### src/rtl/pl_lsu_mem.sv
// Memory-stage load/store unit: turns the EX->MEM register contents into one
// data-bus transaction at a time, stalling the pipeline until it completes.
//
// state | meaning
// IDLE  | no bus activity; decode the access presented by the pipeline
// REQ   | request on the bus, waiting for mem_ack or the wait-counter timeout
// DONE  | load result valid on ReadDataM; release the stall for one cycle
module pl_lsu_mem (
    input  logic        clk,
    input  logic        reset,
    input  logic        MemWriteM,
    input  logic [1:0]  ResultSrcM,
    input  logic [31:0] ALUResultM,
    input  logic [31:0] WriteDataM,
    input  logic [31:0] InstrM,
    output logic        mem_req,
    output logic        mem_we,
    output logic [31:0] mem_addr,
    output logic [31:0] mem_wdata,
    output logic [3:0]  mem_be,
    input  logic        mem_ack,
    input  logic [31:0] mem_rdata,
    output logic [31:0] ReadDataM,
    output logic        StallM,
    output logic        MisalignM,
    output logic        BusErrM
);

    typedef enum logic [1:0] {S_IDLE, S_REQ, S_DONE} state_t;

    state_t      state_q;
    logic        req_q, we_q, berr_q;
    logic [31:0] addr_q, wdata_q, rdata_q;
    logic [3:0]  be_q;
    logic [7:0]  wait_q;
    logic [2:0]  f3_q;
    logic [1:0]  off_q;

    logic [2:0]  funct3;
    logic        is_store, is_load, access, f3_legal, misaligned, bad;
    logic [3:0]  be_d;
    logic [31:0] wdata_d, load_fmt;
    logic [15:0] lane;
    logic [7:0]  wait_inc;
    logic        unused_instr;

    assign funct3       = InstrM[14:12];
    assign unused_instr = ^{InstrM[31:15], InstrM[11:0]};
    assign wait_inc     = wait_q + 8'd1;

    always_comb begin
        is_store   = MemWriteM;
        is_load    = !MemWriteM && (ResultSrcM == 2'b01);
        access     = is_store || is_load;
        if (is_store)
            f3_legal = (funct3 == 3'b000) || (funct3 == 3'b001) || (funct3 == 3'b010);
        else
            f3_legal = (funct3 == 3'b000) || (funct3 == 3'b001) || (funct3 == 3'b010) ||
                       (funct3 == 3'b100) || (funct3 == 3'b101);
        misaligned = ((funct3[1:0] == 2'b01) && ALUResultM[0]) ||
                     ((funct3[1:0] == 2'b10) && (ALUResultM[1:0] != 2'b00));
        bad        = access && (!f3_legal || misaligned);

        case (funct3[1:0])
            2'b00: begin
                be_d    = 4'b0001 << ALUResultM[1:0];
                wdata_d = {4{WriteDataM[7:0]}};
            end
            2'b01: begin
                be_d    = 4'b0011 << {ALUResultM[1], 1'b0};
                wdata_d = {2{WriteDataM[15:0]}};
            end
            default: begin
                be_d    = 4'b1111;
                wdata_d = WriteDataM;
            end
        endcase
    end

    // Lane select uses the offset captured at request time, not the live address.
    always_comb begin
        lane = 16'(mem_rdata >> {off_q, 3'b000});
        case (f3_q)
            3'b000:  load_fmt = {{24{lane[7]}}, lane[7:0]};
            3'b001:  load_fmt = {{16{lane[15]}}, lane[15:0]};
            3'b100:  load_fmt = {24'd0, lane[7:0]};
            3'b101:  load_fmt = {16'd0, lane[15:0]};
            default: load_fmt = mem_rdata;
        endcase
    end

    always_ff @(posedge clk) begin
        if (reset) begin
            state_q <= S_IDLE;
            req_q   <= 1'b0;
            we_q    <= 1'b0;
            addr_q  <= 32'd0;
            wdata_q <= 32'd0;
            be_q    <= 4'd0;
            rdata_q <= 32'd0;
            berr_q  <= 1'b0;
            wait_q  <= 8'd0;
            f3_q    <= 3'd0;
            off_q   <= 2'd0;
        end else begin
            case (state_q)
                S_IDLE: begin
                    if (bad) begin
                        rdata_q <= 32'd0;
                    end else if (access) begin
                        req_q   <= 1'b1;
                        we_q    <= is_store;
                        addr_q  <= {ALUResultM[31:2], 2'b00};
                        be_q    <= be_d;
                        wdata_q <= wdata_d;
                        f3_q    <= funct3;
                        off_q   <= ALUResultM[1:0];
                        wait_q  <= 8'd0;
                        state_q <= S_REQ;
                    end
                end
                S_REQ: begin
                    if (mem_ack) begin
                        req_q   <= 1'b0;
                        if (!we_q)
                            rdata_q <= load_fmt;
                        state_q <= S_DONE;
                    end else if (wait_inc == 8'd255) begin
                        // Bus never answered: abandon the access with a zero result.
                        berr_q  <= 1'b1;
                        req_q   <= 1'b0;
                        rdata_q <= 32'd0;
                        wait_q  <= wait_inc;
                        state_q <= S_DONE;
                    end else begin
                        wait_q  <= wait_inc;
                    end
                end
                S_DONE:  state_q <= S_IDLE;
                default: state_q <= S_IDLE;
            endcase
        end
    end

    assign StallM    = !reset && (((state_q == S_IDLE) && access && !bad) || (state_q == S_REQ));
    assign MisalignM = !reset && (state_q == S_IDLE) && bad;

    assign mem_req   = req_q;
    assign mem_we    = we_q;
    assign mem_addr  = addr_q;
    assign mem_wdata = wdata_q;
    assign mem_be    = be_q;
    assign ReadDataM = rdata_q;
    assign BusErrM   = berr_q;

endmodule

### config.mk
export PLATFORM = sky130hd
export DESIGN_NAME = pl_lsu_mem
export DESIGN_NICKNAME = d
export VERILOG_FILES = /design/src/rtl/pl_lsu_mem.sv
export SDC_FILE = /design/constraint.sdc
export NUM_CORES = 1
export LEC_CHECK = 0
export CAP_MARGIN = 20
export CORE_ASPECT_RATIO = 0.6
export CORE_MARGIN = 10
export CORE_UTILIZATION = 35
export DETAILED_ROUTE_END_ITERATION = 8
export GPL_TIMING_DRIVEN = 1
export MAX_ROUTING_LAYER = met4
export PLACE_DENSITY = 0.72
export SLEW_MARGIN = 40
export SYNTH_ARGS = -nofsm -noshare
export SYNTH_HDL_FRONTEND = slang
export SYNTH_SLANG_ARGS = --single-unit
### constraint.sdc
create_clock -name clk -period 5.8 [get_ports clk]
set_input_delay 0.58 -clock clk [delete_from_list [all_inputs] [get_ports clk]]
set_output_delay 0.58 -clock clk [all_outputs]
set_load 0.05 [all_outputs]
==> results.txt, run 1 <==
unrepaired setup endpoints after global routing -> no
clock sink total -> 116
Die Height -> 117.7 um
FFs w/ async S/R, synth -> 0%
initial DRC count -> 606
Initial DRT Pass Iterations -> 5
slew margin rel. -> 48.84%
global route overflow -> 0
Crit path top cell by count -> clkdlybuf4s50_1
synthesized area -> 5567 um2
CTS tree -> done
# DRC -> 0
H-tree Lvls -> 4
FF-to-FF path depth -> 7
CP Buf/Inv Count -> 3
global-route wire length before repair -> 31870 um
hold_sp -> mem_addr[19]
cts hold-fix bufs -> 0
area delta synth->final -> 49.88%
Final min period -> 4.056 ns
estimated wirelength of the detail-placed design -> 14940 um
Filler cells -> 1416
Largest stage delay, worst path -> 0.85 ns
Sequential Area -> 2323 um2
Finished Cell Area -> 8343 um2
commonest non-fill, non-tap cell in the layout -> clkdlybuf4s50_1
layout net count -> 1000
Max IR drop VDD -> 0.1888 mV
clock buffer count from CTS -> 17
die area -> 21510 um2
Tcrit/Tclk final -> 69.94%
Initial Utilization -> 36.01%
largest net degree at the start of global routing -> 90
gr usage total -> 18.79%
Critical Path Start Type -> input pin
total core area -> 15460 um2
CTS clk-pin slew, worst paths -> 0.06 ns
CP cell instances -> clkdlybuf4s50_1 -> buf_4 -> a221oi_1 -> nor2_1 -> or4_2 -> a21oi_1 -> clkdlybuf4s50_1
Worst Hold End -> mem_addr[19]
Max Cap Viol -> 0
max frequency -> 246.5 MHz
Post-DP Area -> 7712 um2
Multi-input gate area -> 2945 um2
final slew viol count -> 0
GPL Wtd Cong -> 0.9408
CP arrival -> 3.48 ns
n_diodes -> 0
CP Max Fanout -> 23
Pleak -> 0.002787 uW
Pwr per Cell Area -> 301.6 nW/um2
Worst Tran Pin Value -> 0.7675 ns
final hold violations -> 0
worst min path class -> register to register
Post-CTS Resized -> 0
via count -> 5772
reg2reg end -> ReadDataM[25]
Post-synth EDFFs -> 0
clock root cell -> clkbuf_16
final count of negative-setup-slack endpoints -> 0
skew final -> 0.01077 ns
Worst-Skew Late Latency -> 0.41 ns
# Post-CTS Setup Buffers -> 0
YS warnings -> 0
Setup CP Type -> input pin to output pin
syn avg cell area -> 8.044 um2
total negative slack -> 0 ns
Syn Inst Count -> 692
per-cell routed wire length -> 19.11 um
CP endpoint kind -> output pin
Seq cells post-synth -> 116
vias per std cell -> 5.344
family with the most delay on the worst path -> buffers and inverters
Ports -> 239
commonest cells after routing, fill and taps aside -> clkdlybuf4s50_1, nand2_1, a21oi_1
antenna-violating nets left -> 0
post-synthesis cell type count -> 53
register area share after synthesis -> 41.72%
R2R setup slack -> 3.37 ns
hold_ws -> 0.4522 ns
hold depth -> 2
# rows -> 35
Clock Path Buffers -> 2
die width -> 182.8 um
layout cells sized above 1 -> 7.868%
initial antenna violation count -> 0
critical path required time -> 5.22 ns
Worst Setup SP -> InstrM[12]
Post-synth top flop -> dfxtp_1
CP max-delay cell -> clkdlybuf4s50_1
IO buf count -> 207
vias in the first global route -> 5660
status -> finished clean
FF-to-FF Start -> wait_q[0]
Routed WL -> 20630 um
## cell usage after synthesis, types with 2 or more instances
library cell | instances | area [um2]
a211oi_1 | 37 | 277.8
a21oi_1 | 119 | 595.6
a221oi_1 | 2 | 17.52
a22oi_1 | 7 | 52.55
a311oi_1 | 12 | 105.1
a31oi_1 | 2 | 12.51
buf_1 | 5 | 18.77
buf_2 | 25 | 125.1
buf_4 | 2 | 15.01
clkbuf_1 | 30 | 112.6
dfxtp_1 | 116 | 2322
ha_1 | 2 | 25.02
inv_1 | 9 | 33.78
mux2_2 | 16 | 180.2
mux2i_1 | 17 | 170.2
nand2_1 | 124 | 465.5
nand2b_1 | 5 | 31.28
nand3_1 | 5 | 25.02
nor2_1 | 42 | 157.7
nor2b_1 | 2 | 12.51
nor3_1 | 7 | 35.03
nor4_1 | 4 | 25.02
nor4b_1 | 2 | 17.52
o211ai_1 | 16 | 120.1
o21a_1 | 19 | 142.6
o21ai_0 | 22 | 110.1
o221ai_1 | 9 | 78.83
o22ai_1 | 8 | 50.05
xnor2_1 | 2 | 17.52
## metrics by stage
step | worst slack, ns | util (%) | total power [uW] | std cells
floorplan | 2.568 | - | 1184 | 693
global placement | 1.746 | 49.71 | 1383 | 1046
detailed placement | 1.766 | 49.89 | 1394 | 1048
CTS | 1.751 | 53.97 | 2533 | 1080
global route | 1.569 | 53.97 | 2605 | 1080
finish | 1.744 | 53.97 | 2516 | 1080
## worst reg2reg max path: stages, from the launching register on
cell and delay, ns:
dfxtp_1 0.45, ha_1 0.31, nand4_1 0.21, xnor2_1 0.18
a31oi_1 0.50, o31ai_4 0.13, buf_4 0.28, a211oi_1 0.29
## state kept, by name (all words and copies together) (netlist names), 2 cells and up
signal     count
ReadDataM     32
mem_wdata     32
mem_addr      30
wait_q         8
mem_be         4
f3_q           3
off_q          2
state_q        2
## how the worst max path moves through the flow
stage	slack, ns	endpoint	cells after the start
after floorplan	2.57	MisalignM	3
after global placement	1.75	StallM	7
after detailed placement	1.77	StallM	7
after CTS	1.75	StallM	7
after global routing	1.57	StallM	7
final	1.74	StallM	7
## power by group
| part | switching (uW) | internal (uW) |
|---|---|---|
| sequential | 25.9 | 835 |
| clock | 411 | 726 |
| combinational | 320 | 198 |
## cells by family (layout without fill, tap and decap cells)
group,count (synthesis),in the layout,share of synthesized area [%]
other,1,2,0.06737
buffers and inverters,75,259,5.911
adders and majority gates,2,2,0.4495
xor gates and xnor gates,2,2,0.3147
muxes,34,34,6.698
AOI/OAI and AO/OA,263,263,29.89
and+or+nand+nor,199,199,14.95
DFF,116,116,41.72
## layout make-up
cell class	count	share of cell area (%)
clock buffers	18	5.144
clock inverters	14	2.415
inverters	11	0.4949
multi-input cells	502	35.30
flip-flops and latches	116	27.85
well taps	203	3.044
repair buffers	216	25.75
## routing by layer
| metal | up-vias | global-route usage [%] | share of wire [%] |
|---|---|---|---|
| li1 | 2845 | - | - |
| met1 | 2694 | 24.55 | 47 |
| met2 | 220 | 26.21 | 42 |
| met3 | 13 | 8.259 | 10 |
| met4 | 0 | 3.666 | 0.90 |
| met5 | - | - | 0 |
Note: power is estimated with default switching activity, not from simulation.
==> run 2, diff against run 1 <==
==> constraint.sdc (replaced) <==
create_clock -name clk -period 4.1 [get_ports clk]
set_input_delay 0.41 -clock clk [delete_from_list [all_inputs] [get_ports clk]]
set_output_delay 0.41 -clock clk [all_outputs]
set_load 0.05 [all_outputs]
==> results.txt, run 2 (synthesis results as in run 1) <==
commonest non-fill, non-tap cell in the layout -> clkdlybuf4s50_1
estimated wirelength of the detail-placed design -> 14840 um (-0.68%)
Post-CTS Resized -> 0 (unchanged)
Routed WL -> 20520 um (-0.58%)
clock root cell -> clkbuf_16
layout net count -> 1000 (unchanged)
CTS clk-pin slew, worst paths -> 0.05 ns (about the same)
die area -> 21510 um2 (unchanged)
global route overflow -> 0 (unchanged)
IO buf count -> 207 (unchanged)
critical path required time -> 3.69 ns (-1.53 ns)
n_diodes -> 0 (unchanged)
Worst Tran Pin Value -> 0.7820 ns (+0.01456 ns)
via count -> 5786 (+0.24%)
Setup CP Type -> input pin to output pin
gr usage total -> 18.46% (-0.34 points)
slew margin rel. -> 47.86% (-0.97 points)
global-route wire length before repair -> 31170 um (-2.2%)
Pleak -> 0.002788 uW (about the same)
Ports -> 239 (unchanged)
Critical Path Start Type -> input pin
worst min path class -> register to register
CP arrival -> 2.69 ns (-0.79 ns)
final count of negative-setup-slack endpoints -> 0 (unchanged)
Initial Utilization -> 36.01% (unchanged)
CP Max Fanout -> 5 (-78%)
Core Util, Final -> 53.91% (-0.057 points)
vias per std cell -> 5.357 (+0.24%)
busiest metal layer after global routing -> met1
met3 Usage GRT -> 8.812% (+0.55 points)
unrepaired setup endpoints after global routing -> no
total core area -> 15460 um2 (unchanged)
area delta synth->final -> 49.72%
CTS tree -> done
status -> finished clean
# DRC -> 0 (unchanged)
Filler cells -> 1451 (+2.5%)
met1 Use GR -> 25.00% (+0.45 points)
# Post-CTS Setup Buffers -> 0 (unchanged)
skew final -> 0.01388 ns (+0.003111 ns)
total negative slack -> 0 ns (unchanged)
GPL Wtd Cong -> 0.9049 (-3.8%)
largest net degree at the start of global routing -> 92 (+2.2%)
max frequency -> 322.4 MHz
Worst-Skew Late Latency -> 0.41 ns (about the same)
cts hold-fix bufs -> 0 (unchanged)
die width -> 182.8 um (unchanged)
commonest cells after routing, fill and taps aside -> clkdlybuf4s50_1, nand2_1, a21oi_1
Power Total -> 3512 uW (+40%)
per-cell routed wire length -> 19.00 um (-0.58%)
CP endpoint kind -> output pin
Pwr per Cell Area -> 421.4 nW/um2 (+40%)
Initial DRT Pass Iterations -> 5 (unchanged)
final slew viol count -> 0 (unchanged)
Clock Path Buffers -> 2 (unchanged)
Tcrit/Tclk final -> 75.65%
Max Cap Viol -> 0 (unchanged)
GR Util met2 -> 24.24% (-2.0 points)
clock buffer count from CTS -> 17 (unchanged)
clock sink total -> 116 (unchanged)
Final min period -> 3.102 ns
layout cells sized above 1 -> 7.982% (+0.11 points)
vias in the first global route -> 5401 (-4.6%)
# rows -> 35 (unchanged)
final hold violations -> 0 (unchanged)
Die Height -> 117.7 um (unchanged)
H-tree Lvls -> 4 (unchanged)
antenna-violating nets left -> 0 (unchanged)
initial antenna violation count -> 0 (unchanged)
Max IR drop VDD -> 0.2481 mV (+31%)
initial DRC count -> 544 (-10%)
-- run 2: cell count changes in the layout (fill, tap and decap cells not counted), sizes merged --
cell	change
buf	+2
clkdlybuf4s50	-2
clkinvlp	+1
inv	-3
clkinv	+2
-- run 2: critical path: stages --
cell and delay (ns):
clkdlybuf4s50_1 0.49, nor4_1 0.47, nor2_1 0.13, or4_2 0.71
a21oi_1 0.30, buf_12 0.18
-- run 2: worst paths after layout --
path / startpoint / endpoint / slack (ns) / cells past startpoint
worst min register to register: mem_addr[9] / mem_addr[9] / 0.45 / 2
worst max-delay path: ALUResultM[1] / StallM / 1.0 / 6
worst max register to register: wait_q[0] / ReadDataM[29] / 1.64 / 7
worst min-delay path: mem_addr[9] / mem_addr[9] / 0.45 / 2
-- run 2: power by group --
part	total, uW	internal, uW	switching, uW
Combinational	734	279	455
Sequential	1210	1180	33.0
Clock	1560	1010	551
Total	3510	2470	1040
-- run 2: area by class of cell --
cell class / count / area (um2) / share of cell area, %
tap: 203 / 254.0 / 3.048
timing repair buffer: 216 / 2157 / 25.88
clock inverter: 14 / 185.2 / 2.222
multi-input combinational: 502 / 2945 / 35.34
clock buffer: 18 / 429.2 / 5.149
inverter: 11 / 41.29 / 0.4954
sequential: 116 / 2322 / 27.86
-- run 2: per-layer routing --
metal	vias to the layer above	part of all wire, %
met2	236	41
li1	2843	-
met5	-	0
met1	2701	48
met3	6	11
met4	0	0.39
-- run 2: stage by stage --
stage                     instances  worst slack [ns]  instance area (um2)  hold WS, ns
final                          1080            0.9982                 8334       0.4516
after global routing           1080            0.8494                 8334       0.4679
after CTS                      1080             1.003                 8334       0.4531
after detailed placement       1048             1.002                 7720       0.4459
after global placement         1048             1.049                 7720       0.4405
after floorplan                 693             1.208                 5570       0.4619
==> patch 1: new RTL, flow settings as in run 2 <==
The 3 states of `state_t` get a one-hot encoding in 3 bits.
--- a/src/rtl/pl_lsu_mem.sv
+++ b/src/rtl/pl_lsu_mem.sv
@@ -26,7 +26,7 @@
     output logic        BusErrM
 );
 
-    typedef enum logic [1:0] {S_IDLE, S_REQ, S_DONE} state_t;
+    typedef enum logic [2:0] {S_IDLE = 3'b001, S_REQ = 3'b010, S_DONE = 3'b100} state_t;
 
     state_t      state_q;
     logic        req_q, we_q, berr_q;
Check against the original RTL: no difference found for any inputs over 4 cycles, from zero or initial values and one cycle with reset high; so few cycles prove little.
==> patch 1 against run 2 <==
- routed wire length rose by 6.5%
- cell area up 5.3%
- register-to-register slack worse by 0.28 ns
- combinational power decreased by 10%
- power down 1.9%
- synthesized area rose by 7.6%
- utilization decreased by 0.68 points
- sequential cell count grew 1
- synthesized cell count increased by 10%
- worst setup slack better by 0.12 ns
- maximum frequency up 4.2%
- final cell count grew 8.6%
- critical path depth grew 1
==> patch 1: results (changes against run 2) <==
p_int_uw: 2420  # was 2470 uW
hold_crit_start: "mem_addr[4]"  # was mem_addr[9]
holdPathEnd: "mem_addr[4]"  # was mem_addr[9]
clk_pin_slew_worst_paths_ns: 0.06
rr_worst_depth: 5  # was 7
setup_slack_of_the_most_critical_reg_to_reg_path_ns: 1.36  # was 1.64 ns
detailedRoute.firstIterationViolations: 485  # was 544
antenna_violations_before_repair: 1  # was 0
post-dp-hpwl_um: 16000  # was 14,800 um
placed_area_um2: 8140  # was 7720 um^2
grt_pass1_wl_um: 33900  # was 31,200 um
synthTopCellsByCount: "sky130_fd_sc_hd__nand2_1, sky130_fd_sc_hd__dfxtp_1, sky130_fd_sc_hd__a21oi_1"  # was sky130_fd_sc_hd__nand2_1, sky130_fd_sc_hd__a21oi_1, sky130_fd_sc_hd__dfxtp_1
place_ws_ns: 1.11  # was 1.00 ns
timing.hold.worst.class: "flop to flop"  # unchanged
ir_drop_mv: 0.311  # was 0.248 mV
ys_top_cells_by_area: "sky130_fd_sc_hd__dfxtp_1, sky130_fd_sc_hd__a21oi_1, sky130_fd_sc_hd__nand2_1"  # unchanged
status: "finished, final reports clean"  # unchanged
post_synth.cell_area_avg_um2: 7.85  # was 8.04 um^2
maximum_number_of_pins_on_one_net_before_global_route_repair: 93  # was 92
final_layout_size_suffix_gt1_frac: 0.0731  # was 0.0798
seq_area_frac_synth: 0.391  # was 0.417
synthDistinctLibCells: 56  # was 53
maxSlewHeadroom: 0.483  # was 0.479
grt_pass1_vias: 5811  # was 5,401
finClkSkew_ns: 0.0138  # was 0.0139 ns
avgViaCountPerCell: 5.28  # was 5.36
## patch 1: layer usage
| metal | up-vias | wire length (um) | GRT usage |
|---|---|---|---|
| met5 | - | 0 | - |
| met4 | 0 | 206 | 0.0405 |
| met3 | 16 | 2180 | 0.0798 |
| met2 | 251 | 9030 | 0.253 |
| met1 | 2863 | 10400 | 0.257 |
| li1 | 3069 | - | - |
## patch 1: worst max-delay path, cell delays in order
cell and delay [ns]:
sky130_fd_sc_hd__clkdlybuf4s50_1 0.49, sky130_fd_sc_hd__or4_1 0.62, sky130_fd_sc_hd__a221oi_4 0.35, sky130_fd_sc_hd__nor2_1 0.15, sky130_fd_sc_hd__or2_2 0.31, sky130_fd_sc_hd__inv_1 0.10
sky130_fd_sc_hd__buf_12 0.14
## patch 1: worst max-delay path by stage
stage          slack [ns]  depth (start not counted)       endpoint     startpoint
2_1_floorplan        1.13                          4      MisalignM          reset
3_3_place_gp         0.99                          6  mem_wdata[31]  ALUResultM[1]
3_5_place_dp         1.11                          7         StallM  ALUResultM[1]
4_1_cts              1.09                          7         StallM  ALUResultM[1]
5_1_grt              1.02                          7         StallM  ALUResultM[1]
6_report             1.12                          7         StallM  ALUResultM[1]
## patch 1: layout make-up
cell class                 instances  area [um^2]
antenna                            1         2.50
clock buffer                      18          439
clock inverter                    14          176
fill                            1535         7710
inverter                           8         30.0
multi-input combinational        567         3320
sequential                       117         2340
tap                              228          285
timing repair buffer             220         2180
## patch 1: kinds of logic after synthesis
group,count (synthesis),synth area share
simple gates,272,0.209
compound gates,256,0.270
flops,117,0.391
buf+inv,80,0.0604
mux,35,0.0642
fa+ha+maj,2,0.00418
other cells,1,0.000626
## patch 1: metrics by stage
stage          hold slack [ns]  std cells
4_1_cts                  0.453       1172
3_3_place_gp             0.441       1140
5_1_grt                  0.467       1173
2_1_floorplan            0.450        764
3_5_place_dp             0.446       1140
6_report                 0.452       1173
## patch 1: power groups by stage
stage / registers [uW] / logic, uW / clock network [uW]
2_1_floorplan: 1380 / 240 / 0
3_3_place_gp: 1240 / 652 / 0
3_5_place_dp: 1240 / 656 / 0
4_1_cts: 1220 / 659 / 1600
5_1_grt: 1220 / 706 / 1660
6_report: 1220 / 660 / 1570
==> patch 2: new RTL, config.mk and constraints of run 2 <==
Without the edit above. Register the output `BusErrM` once more, cleared by the reset; this adds one clock of latency there. The other outputs are not delayed to match.
--- a/src/rtl/pl_lsu_mem.sv
+++ b/src/rtl/pl_lsu_mem.sv
@@ -151,7 +151,13 @@
     assign mem_wdata = wdata_q;
     assign mem_be    = be_q;
     assign ReadDataM = rdata_q;
-    assign BusErrM   = berr_q;
+    always_ff @(posedge clk) begin
+        if (reset) begin
+            BusErrM <= '0;
+        end else begin
+            BusErrM <= berr_q;
+        end
+    end
 
 endmodule
 
Function: same outputs for any inputs over 4 cycles, from zero or initial values and one cycle with reset high; that may be too few to reach the edited logic, so the function may still have changed.
==> patch 2 against run 2 <==
- sequential cell count increased by 1
- first-iteration DRC count shrank 5.0%
- cell area up 0.56%
- hold slack got worse by 0.0040 ns
- largest cell class unchanged
- synthesized area grew 1.4%
- worst setup slack got worse by 0.13 ns
- largest power group unchanged
- routed wire length hardly changed
- power fell by 2.7%
==> patch 2: results (changes against run 2) <==
status: "finished, final reports clean"  # unchanged
antenna_violations_before_repair: 0  # unchanged
maximum_number_of_pins_on_one_net_before_global_route_repair: 92  # unchanged
critical_path_arrival_ns: 2.82  # was 2.69 ns
gp_congestion: 0.967  # was 0.905
buffer_ports.inserted: 207  # unchanged
synthTopCellsByCount: "sky130_fd_sc_hd__nand2_1, sky130_fd_sc_hd__dfxtp_1, sky130_fd_sc_hd__a21oi_1"  # was sky130_fd_sc_hd__nand2_1, sky130_fd_sc_hd__a21oi_1, sky130_fd_sc_hd__dfxtp_1
setup_slack_of_the_most_critical_reg_to_reg_path_ns: 1.50  # was 1.64 ns
grt_pass1_wl_um: 31900  # was 31,200 um
multi_input_area_um2: 3020  # was 2950 um^2
timing.hold.worst.class: "flop to flop"  # unchanged
cts_buffers: 17  # unchanged
grt_pass1_vias: 5568  # was 5,401
vias: 5802  # was 5,786
num_antenna_cells: 0  # unchanged
synth.yosys.warnings: 0  # unchanged
drt_first_pass_iters: 5  # unchanged
detailedRoute.firstIterationViolations: 517  # was 544
finClkSkew_ns: 0.0139  # about the same
avgRoutedWirePerCell_um: 18.7  # was 19.0 um
worstMarginPinSlew_ns: 0.782  # about the same
postLayoutSetupSlackWorst_ns: 0.871  # was 0.998 ns
dr_wl_met2_um: 8440  # was 8340 um
ir_drop_mv: 0.241  # was 0.248 mV
finalNetCount: 1020  # was 1,000
cts_htree_levels: 4  # unchanged
seq_area_frac_synth: 0.415  # was 0.417
cts-root-buf: "sky130_fd_sc_hd__clkbuf_16"  # unchanged
ys_top_cells_by_area: "sky130_fd_sc_hd__dfxtp_1, sky130_fd_sc_hd__a21oi_1, sky130_fd_sc_hd__nand2_1"  # unchanged
p_int_uw: 2320  # was 2470 uW
synthDistinctLibCells: 51  # was 53
cts_resized: 0  # unchanged
clock_path_buffers: 2  # unchanged
clk_pin_slew_worst_paths_ns: 0.06
timing.critical_path.fanout_max: 5  # unchanged
post-dp-hpwl_um: 15100  # was 14,800 um
grtUsageTotal: 0.188  # was 0.185
synthArstFlopShare: 0  # unchanged
worstSkewPairLatency_ns: 0.41  # about the same
filler_cell_count: 1484  # was 1,451
post_synth_top_flop: "sky130_fd_sc_hd__dfxtp_1"  # unchanged
cts_post_setup_buffers_inserted: 0  # unchanged
place_ws_ns: 0.874  # was 1.00 ns
leakagePower_uw: 0.00284  # was 0.00279 uW
route.layer.met1.wl_um: 9870  # was 9860 um
final_layout_size_suffix_gt1_frac: 0.0669  # was 0.0798
dr_wl_met3_um: 2010  # was 2230 um
top_layer_used: "met4"  # unchanged
==> patch 2: cell families (layout without fill, tap and decap cells) <==
| family | count (synthesis) | in the layout | synth area share |
|---|---|---|---|
| AO/OA/AOI/OAI | 259 | 259 | 0.299 |
| AND/OR/NAND/NOR | 232 | 232 | 0.175 |
| flip-flops | 117 | 117 | 0.415 |
| buffers and inverters | 70 | 258 | 0.0543 |
| multiplexers | 27 | 27 | 0.0519 |
| adder cells (fa/ha/maj) | 2 | 2 | 0.00443 |
| other | 1 | 2 | 0.000665 |
==> patch 2: cell type report <==
type | count | area share
repair buffers | 217 | 0.258
inverters | 9 | 0.00403
flip-flops and latches | 117 | 0.279
multi-input cells | 522 | 0.360
well taps | 203 | 0.0303
clock inverters | 15 | 0.0169
clock buffers | 17 | 0.0508
==> patch 2: per-layer routing <==
metal,GRT usage,vias to the layer above
met4,0.0469,0
met3,0.0762,15
met2,0.247,215
met5,-,-
li1,-,2897
met1,0.256,2675
==> patch 2: worst paths after layout <==
check                              startpoint             to  cells past startpoint
worst max-delay path            ALUResultM[1]         StallM                      6
worst min-delay path                   berr_q        BusErrM                      2
worst max register to register      wait_q[0]  ReadDataM[20]                      7
worst min register to register         berr_q        BusErrM                      2
==> patch 2: stage by stage <==
step	hold slack [ns]	power [uW]	instance area, um^2	instances
final	0.448	3420	8380	1100
after global routing	0.467	3570	8380	1100
after CTS	0.450	3450	8380	1100
after detailed placement	0.438	2000	7810	1068
after global placement	0.436	1990	7800	1067
after floorplan	0.416	1700	5650	709
==> patch 2: power by group through the flow <==
stage | sequential (uW) | clock, uW | combinational [uW]
detailed placement | 1250 | 0 | 752
CTS | 1230 | 1470 | 755
global placement | 1250 | 0 | 747
floorplan | 1410 | 0 | 291
global route | 1230 | 1530 | 811
finish | 1230 | 1440 | 756
==> patch 2: worst max-delay path, cell delays in order <==
cell                              delay, ns
sky130_fd_sc_hd__clkdlybuf4s50_1       0.49
sky130_fd_sc_hd__or4_1                 0.59
sky130_fd_sc_hd__nand2_1               0.14
sky130_fd_sc_hd__nand3_2               0.08
sky130_fd_sc_hd__a21oi_1               0.26
sky130_fd_sc_hd__clkdlybuf4s50_1       0.86
